`config.mk`:
```
export PLATFORM = sky130hd
export DESIGN_NAME = fetch_stage_flat
export DESIGN_NICKNAME = d
export VERILOG_FILES = /design/src/rtl/fetch_stage_pkg.sv /design/src/rtl/fetch_stage_if.sv /design/src/rtl/fetch_perf_counters.sv /design/src/rtl/fetch_stage.sv /design/src/flat_wrapper.sv
export SDC_FILE = /design/constraint.sdc
export NUM_CORES = 1
export LEC_CHECK = 0
export CAP_MARGIN = 20
export CORE_MARGIN = 2
export CORE_UTILIZATION = 40
export DETAILED_ROUTE_END_ITERATION = 6
export GPL_TIMING_DRIVEN = 0
export PLACE_DENSITY = 0.73
export SYNTH_ARGS = -nofsm -noshare
export SYNTH_HDL_FRONTEND = slang
export SYNTH_HIERARCHICAL = 1
export SYNTH_SLANG_ARGS = --single-unit
```
`constraint.sdc`:
```
create_clock -name clk -period 2.5 [get_ports clk]
set_input_delay 0.5 -clock clk [delete_from_list [all_inputs] [get_ports clk]]
set_output_delay 0.5 -clock clk [all_outputs]
set_load 0.05 [all_outputs]
```
`src/rtl/fetch_stage_pkg.sv`:
```
// -----------------------------------------------------------------------------
// mips_defs : definitions shared by the instruction fetch stage.
//   INSTR_W       instruction word width
//   RESET_PC      boot address (must match the PC register reset value)
//   NOP_INSTR     word placed in IF/ID when empty or flushed (sll $0,$0,0)
//   fetch_state_t fetch controller state encoding
//   pc_plus4()    sequential PC with natural 32-bit wrap
// -----------------------------------------------------------------------------
package mips_defs;

   localparam int          INSTR_W   = 32;
   localparam logic [31:0] RESET_PC  = 32'h0000_0000;
   localparam logic [31:0] NOP_INSTR = 32'h0000_0000;

   typedef enum logic [1:0] {
      S_IDLE  = 2'd0,
      S_FETCH = 2'd1,
      S_HOLD  = 2'd2,
      S_DRAIN = 2'd3
   } fetch_state_t;

   function automatic logic [31:0] pc_plus4(input logic [31:0] pc);
      return pc + 32'd4;
   endfunction

endpackage

```
`src/rtl/fetch_stage_if.sv`:
```
// -----------------------------------------------------------------------------
// fetch_stage_if : instruction-memory request/acknowledge bus.
//   imem_req    fetch request, held until imem_ack
//   imem_addr   fetch address, stable while imem_req is high
//   imem_ack    single-cycle acknowledge, imem_rdata valid in the same cycle
//   imem_rdata  instruction word
// Modports: master = fetch stage, slave = instruction memory.
// -----------------------------------------------------------------------------
interface fetch_stage_if;
   import mips_defs::*;

   logic               imem_req;
   logic [31:0]        imem_addr;
   logic               imem_ack;
   logic [INSTR_W-1:0] imem_rdata;

   modport master (output imem_req, output imem_addr,
                   input  imem_ack, input  imem_rdata);
   modport slave  (input  imem_req, input  imem_addr,
                   output imem_ack, output imem_rdata);
endinterface

```
`src/rtl/fetch_perf_counters.sv`:
```
// -----------------------------------------------------------------------------
// fetch_perf_counters : two saturating 32-bit event counters for the fetch
// stage. Counters stick at all-ones instead of wrapping.
//   clk, reset (async, active low)
//   fetch_inc  -> fetch_cnt : IF/ID loads of a valid instruction
//   stall_inc  -> stall_cnt : cycles spent waiting on memory or decode
// -----------------------------------------------------------------------------
module fetch_perf_counters (
   input  logic        clk,
   input  logic        reset,
   input  logic        fetch_inc,
   input  logic        stall_inc,
   output logic [31:0] fetch_cnt,
   output logic [31:0] stall_cnt
);
   logic [1:0]  inc;
   logic [31:0] cnt_all [2];

   assign inc = {stall_inc, fetch_inc};

   for (genvar gi = 0; gi < 2; gi++) begin : g_cnt
      logic [31:0] cnt_reg;

      always_ff @(posedge clk or negedge reset) begin
         if (!reset) begin
            cnt_reg <= '0;
         end else if (inc[gi] && (cnt_reg != 32'hFFFF_FFFF)) begin
            cnt_reg <= cnt_reg + 32'd1;
         end
      end

      assign cnt_all[gi] = cnt_reg;
   end

   assign fetch_cnt = cnt_all[0];
   assign stall_cnt = cnt_all[1];
endmodule

```
`src/rtl/fetch_stage.sv`:
```
// -----------------------------------------------------------------------------
// fetch_stage : instruction fetch between the PC register and decode.
// Requests current_pc from instruction memory, loads the IF/ID register and
// drives next_pc back to the PC register (which loads it every clock).
// Copes with variable memory latency, decode stalls and branch/jump
// redirects, including redirects arriving while a fetch is outstanding.
//
// Ports:
//   clk, reset (async, active low)
//   current_pc / next_pc             PC register output / input
//   imem (fetch_stage_if.master)     instruction memory req/ack bus
//   stall, flush                     hazard unit controls for IF/ID
//   branch_taken/branch_target       redirect from EX (wins over jump)
//   jump/jump_target                 redirect from ID
//   ifid_valid/ifid_instr/ifid_pc4   IF/ID register
//   perf_fetch_cnt/perf_stall_cnt    only when FETCH_PERF_EN is defined
// -----------------------------------------------------------------------------
module fetch_stage #(
   parameter logic [31:0] RESET_PC  = mips_defs::RESET_PC,
   parameter logic [31:0] NOP_INSTR = mips_defs::NOP_INSTR
) (
   input  logic                          clk,
   input  logic                          reset,
   input  logic [31:0]                   current_pc,
   output logic [31:0]                   next_pc,
   fetch_stage_if.master                 imem,
   input  logic                          stall,
   input  logic                          flush,
   input  logic                          branch_taken,
   input  logic [31:0]                   branch_target,
   input  logic                          jump,
   input  logic [31:0]                   jump_target,
   output logic                          ifid_valid,
   output logic [mips_defs::INSTR_W-1:0] ifid_instr,
   output logic [31:0]                   ifid_pc4
`ifdef FETCH_PERF_EN
   ,
   output logic [31:0]                   perf_fetch_cnt,
   output logic [31:0]                   perf_stall_cnt
`endif
);
   import mips_defs::*;

   fetch_state_t       state_reg, state_next;
   logic [INSTR_W-1:0] hold_buf_reg, hold_buf_next;
   logic [31:0]        redir_tgt_reg, redir_tgt_next;

   logic               ifid_valid_reg;
   logic [INSTR_W-1:0] ifid_instr_reg;
   logic [31:0]        ifid_pc4_reg;

   logic               redirect;
   logic [31:0]        redirect_target;
   logic [31:0]        pc_seq;
   logic               load;
   logic [INSTR_W-1:0] load_instr;
   logic               kill;

   assign redirect        = branch_taken | jump;
   assign redirect_target = branch_taken ? branch_target : jump_target;
   assign pc_seq          = pc_plus4(current_pc);

   // Decoded straight from the state register so the request drops the
   // instant reset is asserted.
   assign imem.imem_req  = (state_reg == S_FETCH) || (state_reg == S_DRAIN);
   assign imem.imem_addr = current_pc;

   always_comb begin
      state_next     = state_reg;
      hold_buf_next  = hold_buf_reg;
      redir_tgt_next = redir_tgt_reg;
      next_pc        = current_pc;
      load           = 1'b0;
      load_instr     = imem.imem_rdata;
      kill           = 1'b0;

      case (state_reg)
         S_IDLE: begin
            state_next = S_FETCH;
         end

         S_FETCH: begin
            if (imem.imem_ack) begin
               if (redirect) begin
                  // Wrong-path word: drop it and refetch from the target.
                  next_pc = redirect_target;
                  kill    = 1'b1;
               end else if (stall) begin
                  hold_buf_next = imem.imem_rdata;
                  state_next    = S_HOLD;
               end else begin
                  load    = 1'b1;
                  next_pc = pc_seq;
               end
            end else if (redirect) begin
               // Cannot abandon the in-flight request; remember where to go.
               redir_tgt_next = redirect_target;
               kill           = 1'b1;
               state_next     = S_DRAIN;
            end
         end

         S_HOLD: begin
            if (redirect) begin
               next_pc    = redirect_target;
               kill       = 1'b1;
               state_next = S_FETCH;
            end else if (!stall) begin
               load       = 1'b1;
               load_instr = hold_buf_reg;
               next_pc    = pc_seq;
               state_next = S_FETCH;
            end
         end

         S_DRAIN: begin
            if (redirect) begin
               redir_tgt_next = redirect_target;
               kill           = 1'b1;
            end
            if (imem.imem_ack) begin
               // Latest redirect wins, including one arriving with the ack.
               next_pc    = redirect ? redirect_target : redir_tgt_reg;
               state_next = S_FETCH;
            end
         end

         default: begin
            state_next = S_IDLE;
         end
      endcase
   end

   always_ff @(posedge clk or negedge reset) begin
      if (!reset) begin
         state_reg     <= S_IDLE;
         hold_buf_reg  <= '0;
         // Always rewritten before use; boot address is just a benign value.
         redir_tgt_reg <= RESET_PC;
      end else begin
         state_reg     <= state_next;
         hold_buf_reg  <= hold_buf_next;
         redir_tgt_reg <= redir_tgt_next;
      end
   end

   // IF/ID: flush beats stall, stall beats load/kill.
   always_ff @(posedge clk or negedge reset) begin
      if (!reset) begin
         ifid_valid_reg <= 1'b0;
         ifid_instr_reg <= NOP_INSTR;
         ifid_pc4_reg   <= '0;
      end else if (flush) begin
         ifid_valid_reg <= 1'b0;
         ifid_instr_reg <= NOP_INSTR;
      end else if (!stall) begin
         if (load) begin
            ifid_valid_reg <= 1'b1;
            ifid_instr_reg <= load_instr;
            ifid_pc4_reg   <= pc_seq;
         end else if (kill) begin
            ifid_valid_reg <= 1'b0;
         end
      end
   end

   assign ifid_valid = ifid_valid_reg;
   assign ifid_instr = ifid_instr_reg;
   assign ifid_pc4   = ifid_pc4_reg;

`ifdef FETCH_PERF_EN
   fetch_perf_counters u_perf (
      .clk       (clk),
      .reset     (reset),
      .fetch_inc (load && !flush),
      .stall_inc ((state_reg == S_HOLD) ||
                  ((state_reg == S_FETCH) && !imem.imem_ack)),
      .fetch_cnt (perf_fetch_cnt),
      .stall_cnt (perf_stall_cnt)
   );
`endif

endmodule

```
`src/flat_wrapper.sv`:
```
// flat-port wrapper written by rule: the top's interface ports become plain ports
module fetch_stage_flat import mips_defs::*;
#(
   parameter logic [31:0] RESET_PC  = mips_defs::RESET_PC,
   parameter logic [31:0] NOP_INSTR = mips_defs::NOP_INSTR
)
  (clk, reset, current_pc, next_pc, stall, flush, branch_taken, branch_target, jump, jump_target, ifid_valid, ifid_instr, ifid_pc4, imem_imem_req, imem_imem_addr, imem_imem_ack, imem_imem_rdata);
  fetch_stage_if imem_i ();
  input  logic clk;
  input  logic reset;
  input  logic [31:0] current_pc;
  output logic [31:0] next_pc;
  input  logic stall;
  input  logic flush;
  input  logic branch_taken;
  input  logic [31:0] branch_target;
  input  logic jump;
  input  logic [31:0] jump_target;
  output logic ifid_valid;
  output logic [mips_defs::INSTR_W-1:0] ifid_instr;
  output logic [31:0] ifid_pc4;
  output wire logic [$bits(imem_i.imem_req)-1:0] imem_imem_req;
  output wire logic [$bits(imem_i.imem_addr)-1:0] imem_imem_addr;
  input wire logic [$bits(imem_i.imem_ack)-1:0] imem_imem_ack;
  input wire logic [$bits(imem_i.imem_rdata)-1:0] imem_imem_rdata;
  assign imem_imem_req = imem_i.imem_req;
  assign imem_imem_addr = imem_i.imem_addr;
  assign imem_i.imem_ack = imem_imem_ack;
  assign imem_i.imem_rdata = imem_imem_rdata;
  fetch_stage #(.RESET_PC(RESET_PC), .NOP_INSTR(NOP_INSTR)) u_core (.clk(clk), .reset(reset), .current_pc(current_pc), .next_pc(next_pc), .imem(imem_i), .stall(stall), .flush(flush), .branch_taken(branch_taken), .branch_target(branch_target), .jump(jump), .jump_target(jump_target), .ifid_valid(ifid_valid), .ifid_instr(ifid_instr), .ifid_pc4(ifid_pc4));
endmodule
```
==> metrics.csv, run 1 <==
stage,metric,value,unit
pwr,p_sw_frac,0.4621,
routing,wire_per_inst,23.33,um
cells_and_area,drive_gt1_frac,0.3308,
floorplanning,coreArea,0.02089,mm^2
global_route,antenna_found_initial,0,
worst_setup_path,cp_num_buf_inv,3,
synthesis,synth_top_family_by_area,compound AO/OA/AOI/OAI gates,
synthesis,synth_compound_area_frac,0.2294,
sta,rsz0062_at_grt,true,
place,hpwlAfterDp,24890,um
sta,maxSlewHeadroom,0.4681,
pwr,p_clk_frac,0.175,
synthesis,synthTopCellsByCount,"dfrtp_1 (131), o21ai_0 (124), nand2_1 (105)",
worst_setup_path,critical_path_class,flip-flop to primary output,
synthesis,ys_async_sr_fraction,1.000,
job,drv_cap,0,
routing,drc,0,
synthesis,yosysWarnings,6,
clock_network,cts_tree,built,
routing,vias_per_cell,6.088,
routing,wirelength,37240,um
worst_setup_path,crit_arrival,2.51,ns
sta,min_period,3.013,ns
sta,setup_slack,-0.5127,ns
sta,hold_viol,0,
worst_setup_path,crit_slowest_cell,dfrtp_2,
global_route,globalRouteTotalUtil,0.3096,
cells_and_area,finish.utilization,0.6728,
sta,worst_clock_skew,0.008184,ns
clock_network,cts.sinks,131,
routing,dr.pass1.iters,6,
place,io_buffers,253,
worst_setup_path,worstPathMaxFanout,6,
clock_network,htreeDepth,4,
synthesis,ys.flop_type,dfrtp_1,
clock_network,worstSkewPairLatency,0.43,ns
outcome,status,"complete, but fails checks",
worst_setup_path,start_kind,flip-flop,
clock_network,cts_max_path_buffers,2,
worst_setup_path,path_cells,"buf_6, ha_4, a21o_4, clkbuf_16, o211ai_1, a21oi_2, a21o_1, a22o_4, buf_8",
worst_setup_path,cp_top_family,compound AO/OA/AOI/OAI gates,
cells_and_area,fin_nets,1448,
floorplanning,die_w,149.6,um
sta,slew_violations,0,
synthesis,yosysMostFrequentCell,dfrtp_1,
synthesis,synth-edff-count,0,
synthesis,muxShareOfSynthArea,0.09907,
floorplanning,die_h,149.6,um
worst_setup_path,cpPeakStageDelay,0.46,ns
pwr,p_leak,5.621,nW
synthesis,synth_xor_area_frac,0.03307,
clock_network,cts_root_buf,clkbuf_16,
global_route,grt-ovfl-total,0,
cells_and_area,final_cells,1596,
pwr,vdd_drop_max,564.8,uV
routing,drtIter0Drc,1349,
synthesis,syn_area,0.008474,mm^2
synthesis,yosysSeqAreaShare,0.3868,
synthesis,postSynthCellCount,969,
sta,fmax,0.3319,GHz
routing,dr_total_vias,9717,
synthesis,synth_area_leaders,"dfrtp_1 (39%), o21ai_0 (7.3%), mux2_2 (4.9%)",
worst_setup_path,required,2.00,ns
synthesis,synth-seq-cells,131,
sta,period_share,1.205,
place,gp_congestion,0.9691,
cells_and_area,syn2layout_area_growth,65.84,%
synthesis,yosysTopAreaCellShare,0.3868,
synthesis,synth_fa_ha_area_frac,0.007382,
floorplanning,rows,53,
cells_and_area,stdcell_area,0.01405,mm^2
hold_path,hold_class,input pin to flip-flop,
pwr,seqPwrFrac,0.242,
sta,setup_violations,63,
floorplanning,start_util,0.4057,
synthesis,synth_fp_nets,1109,
synthesis,ys_types,72,
routing,drtAntennaViolNets,0,
place,place_area,0.01181,mm^2
floorplanning,num_io_pins,265,
global_route,grt_first_pass_wirelength,52850,um
pwr,total_power,0.01396,W
cells_and_area,antenna_cells,0,
clock_network,cts.clk_slew.worst_paths,0.07,ns
global_route,grt_max_degree,93,
pwr,power.switching,0.006452,W
global_route,grt_pass1_vias,9100,
clock_network,cts_buffers,17,
synthesis,syn_avg_cell_area,8.745,um^2
pwr,combPwrFrac,0.583,
sta,worst_pin_slew,0.7906,ns
synthesis,yosysTopAreaCell,dfrtp_1,
floorplanning,dieArea,0.02237,mm^2
worst_setup_path,cp-end-kind,primary output,
place,dp.cells,1498,
pwr,p_per_area,993.6,mW/mm^2
outcome,violations,setup timing,
synthesis,synthSimpleGateAreaFrac,0.1649,
pwr,internal_power,0.007512,W
per-stage QoR:
step                      hold WS, ns  TNS [ns]  setup slack [ns]
after CTS                      0.3943    -10.74           -0.4513
final                          0.3747    -12.60           -0.5127
after floorplan                0.2044    -1.017           -0.3477
after detailed placement       0.4329   -130.78            -2.104
after global placement         0.4584   -702.39            -4.450
after global routing           0.3723    -14.72           -0.5111
cell usage in the layout, fill, tap and decap left out, drive strengths merged, types with 19 or more instances in the layout:
cell           instances
o21ai                127
inv                   24
nor2                  47
mux2                  39
a21oi                 53
nand2                105
a22oi                 20
clkbuf                66
nand3                 20
mux2i                 40
buf                  180
nand2b                19
clkdlybuf4s50        196
dfrtp                131
xnor2                 20
cell families (layout without fill, tap and decap cells):
group	Yosys count	count (layout)
adders and majority gates	5	5
and+or+nand+nor	281	281
muxes	79	79
xor gates and xnor gates	32	32
buffers and inverters	128	480
AOI/OAI and AO/OA	313	313
DFF	131	131
timing repair:
action                                  4_1_cts  5_1_grt
pin swaps                                    38       49
hold endpoints to repair                     39        0
resized for setup                           470      144
cloned                                        4        0
endpoints found under the setup margin      162       86
hold buffers                                  1        0
setup buffers                                30       40
final timing paths:
check                                             start                        to  slack, ns  cells after the start
max in group asynchronous                         reset       u_core/ifid_pc4[30]       1.13                      3
worst min-delay path                      current_pc[2]        u_core/ifid_pc4[2]       0.37                      2
worst max-delay path                u_core/state_reg[1]               next_pc[19]      -0.51                      9
min in group asynchronous                         reset  u_core/redir_tgt_reg[10]       0.55                      2
worst max register to register      u_core/state_reg[1]   u_core/hold_buf_reg[26]      -0.05                      8
worst min register to register  u_core/redir_tgt_reg[9]   u_core/redir_tgt_reg[9]       0.48                      2
final cells by class:
type,count,area [um^2]
Sequential cell,131,3281
Fill cell,1608,6835
Timing Repair Buffer,329,3256
Clock inverter,15,137.6
Tap cell,275,344.1
Clock buffer,17,425.4
Buffer,103,883.3
Multi-Input combinational cell,710,5660
Inverter,16,66.31
per-layer routing:
metal,wire [um],vias up,global-route usage
met4,2267,0,0.1119
met1,13990,4558,0.4058
met2,16880,767,0.4954
met5,0,-,0
met3,4106,214,0.07896
li1,-,4178,-
power groups by stage:
stage / combinational (W) / clock (W) / sequential (W)
final: 0.00814 / 0.00244 / 0.00338
after global routing: 0.00839 / 0.00255 / 0.00346
after CTS: 0.00733 / 0.00247 / 0.00331
after detailed placement: 0.00642 / 0 / 0.00333
after global placement: 0.00633 / 0 / 0.00328
after floorplan: 0.00355 / 0 / 0.00398
No activity file was read; power rests on OpenSTA's default activity.
==> run 2, diff against run 1 <==
==> constraint.sdc (replaced) <==
create_clock -name clk -period 2.76 [get_ports clk]
set_input_delay 0.414 -clock clk [delete_from_list [all_inputs] [get_ports clk]]
set_output_delay 0.414 -clock clk [all_outputs]
set_load 0.05 [all_outputs]
==> run 2 against run 1 <==
Compared with the run above:
- the flow still finishes with violations (setup timing)
- clock skew decreased by 0.0022 ns
- non-clock buffer count fell by 37
- sequential power decreased by 11%
- die area unchanged
- global-route usage decreased by 1.1 points
- largest power group unchanged
- clock power shrank 7%
- critical path type unchanged
- combinational power is 21% lower
- setup slack improved by 0.44 ns
- first-iteration DRC count shrank 16%
- core utilization shrank 5.1 points
- critical path depth decreased by 1
==> metrics.csv, run 2 (synthesis gave the netlist of run 1 again) <==
stage,metric,value,unit,change
global_route,grt_pass1_vias,8761,,-3.7%
sta,setup_slack,-0.07472,ns,+0.4380 ns
worst_setup_path,required,2.35,ns,+0.35 ns
sta,setup_tns,-0.5241,ns,+12.07 ns
cells_and_area,finish.utilization,0.6214,,-0.05133
sta,worst_clock_skew,0.005982,ns,-0.002202 ns
worst_setup_path,crit_arrival,2.42,ns,-0.09 ns
routing,vias_per_cell,5.926,,-2.7%
floorplanning,start_util,0.4057,,unchanged
global_route,globalRouteTotalUtil,0.2982,,-0.01140
clock_network,cts.sinks,131,,unchanged
floorplanning,coreArea,0.02089,mm^2,unchanged
worst_setup_path,worst-path-stages,8,,-1
routing,wire_per_inst,21.96,um,-5.9%
pwr,p_per_area,903.6,mW/mm^2,-9.1%
clock_network,worstSkewPairLatency,0.42,ns,about the same
routing,dr_total_vias,9239,,-4.9%
routing,drc,0,,unchanged
worst_setup_path,worstPathMaxFanout,10,,+4
clock_network,cts_buffers,17,,unchanged
outcome,violations,setup timing,,
clock_network,cts_tree,built,,
sta,fmax,0.3528,GHz,
outcome,status,"complete, but fails checks",,
sta,rsz0062_at_grt,true,,
worst_setup_path,ff2ff_path_depth,7,,-1
sta,hold_viol,0,,unchanged
cells_and_area,layout_commonest_cell,clkdlybuf4s50_1,,
sta,period_share,1.027,,
cells_and_area,fin_nets,1411,,-2.6%
worst_setup_path,cp_num_buf_inv,2,,-1
clock_network,htreeDepth,4,,unchanged
routing,drtAntennaViolNets,0,,unchanged
routing,wirelength,34240,um,-8.1%
place,hpwlAfterDp,24740,um,-0.61%
worst_setup_path,reg2reg_slack,0.11,ns,+0.16 ns
hold_path,worstHoldPathCells,3,,+1
worst_setup_path,crit_slowest_cell,dfrtp_2,,
routing,drtIter0Drc,1128,,-16%
floorplanning,die_h,149.6,um,unchanged
sta,setup_violations,14,,-78%
worst_setup_path,critical_path_class,flip-flop to primary output,,
place,io_buffers,253,,unchanged
floorplanning,dieArea,0.02237,mm^2,unchanged
cells_and_area,final_cell_mix,"clkdlybuf4s50_1 (200), dfrtp_1 (129), nand2_1 (105), o21ai_0 (105), buf_4 (81)",,
floorplanning,die_w,149.6,um,unchanged
cells_and_area,antenna_cells,0,,unchanged
hold_path,hold_class,input pin to flip-flop,,
cells_and_area,syn2layout_area_growth,53.18,%,
sta,slew_violations,0,,unchanged
global_route,grt_first_pass_wirelength,50630,um,-4.2%
global_route,grt-ovfl-total,0,,unchanged
worst_setup_path,path_cells,"ha_4, and2_4, buf_8, o21ai_0, a211oi_1, a21o_1, a22o_1, buf_4",,
sta,maxSlewHeadroom,0.4233,,-0.04479
worst_setup_path,r2r-start,u_core/state_reg[1],,
worst_setup_path,start_kind,flip-flop,,
worst_setup_path,cp_top_family,compound AO/OA/AOI/OAI gates,,
worst_setup_path,worstReg2RegEnd,u_core/ifid_pc4[17],,
sta,worst_pin_slew,0.8650,ns,+0.07448 ns
worst_setup_path,cpPeakStageDelay,0.46,ns,about the same
floorplanning,num_io_pins,265,,unchanged
clock_network,cts_max_path_buffers,2,,unchanged
global_route,grt_max_degree,89,,-4.3%
global_route,antenna_found_initial,0,,unchanged
pwr,p_leak,5.227,nW,-7.0%
place,gp_congestion,0.9736,,+0.46%
worst_setup_path,cp-end-kind,primary output,,
worst_setup_path,critPathCapture,next_pc[24],,
job,drv_cap,0,,unchanged
cells_and_area,nFillCells,1790,,+11%
worst_setup_path,setup.worst_path.start,u_core/state_reg[0],,
clock_network,cts.clk_slew.worst_paths,0.06,ns,about the same
sta,min_period,2.835,ns,
pwr,vdd_drop_max,532.7,uV,-5.7%
clock_network,cts_root_buf,clkbuf_16,,
cells_and_area,drive_gt1_frac,0.2632,,-0.06757
floorplanning,rows,53,,unchanged
routing,dr.pass1.iters,6,,unchanged
==> run 2: report_power, final <==
| part | switching, W | internal (W) |
|---|---|---|
| Clock | 0.000992 | 0.00129 |
| Sequential | 0.000414 | 0.00260 |
| Combinational | 0.00394 | 0.00250 |
==> run 2: what timing repair did <==
action                     in CTS  in global routing
pin swaps                      13                 32
gates resized for setup       420                 82
buffers inserted               21                 11
hold endpoints to repair       43                  0
hold buffers                    1                  0
setup endpoints to repair      51                 30
cloned                          2                  1
==> run 2: layer usage <==
metal  vias up  track usage  routed length (um)
met5         -            0                   0
met3       108      0.06860                3585
met2       607       0.4647               15810
met1      4419       0.4002               13580
li1       4105            -                   -
met4         0       0.1224                1264
==> run 2: layout make-up <==
type	count	area [um^2]	share of cell area
tap	275	344.1	0.02651
clock inverter	15	161.4	0.01243
timing repair buffer	290	2803	0.2159
multi-input combinational	710	5119	0.3943
inverter	16	62.56	0.004819
buffer	105	785.8	0.06053
sequential	131	3281	0.2527
clock buffer	17	425.4	0.03277
==> run 2: how the worst min path moves through the flow <==
stage,start,end,slack [ns]
floorplan,reset,u_core/hold_buf_reg[0],0.12
CTS,current_pc[12],u_core/ifid_pc4[12],0.34
global route,current_pc[10],u_core/ifid_pc4[10],0.34
global placement,u_core/ifid_instr[7],u_core/ifid_instr[7],0.46
detailed placement,reset,u_core/redir_tgt_reg[5],0.37
finish,current_pc[10],u_core/ifid_pc4[10],0.35
==> run 2: stage by stage <==
step / total power [W] / hold slack (ns) / setup slack, ns / cells / instance area, um^2
detailed placement: 0.008563 / 0.3705 / -1.926 / 1498 / 11440
floorplan: 0.006574 / 0.1184 / -0.3302 / 969 / 8534
CTS: 0.01132 / 0.3351 / -0.03861 / 1547 / 12650
global placement: 0.008469 / 0.4611 / -4.069 / 1497 / 11410
finish: 0.01173 / 0.3459 / -0.07472 / 1559 / 12980
global route: 0.01218 / 0.3399 / -0.1122 / 1559 / 12980
==> run 2: worst register-to-register path, stage by stage (launching register included) <==
cell      delay, ns
dfrtp_2        0.45
buf_6          0.13
ha_4           0.17
a21o_4         0.21
nand4_1        0.20
clkbuf_1       0.53
clkbuf_1       0.44
mux2_2         0.39
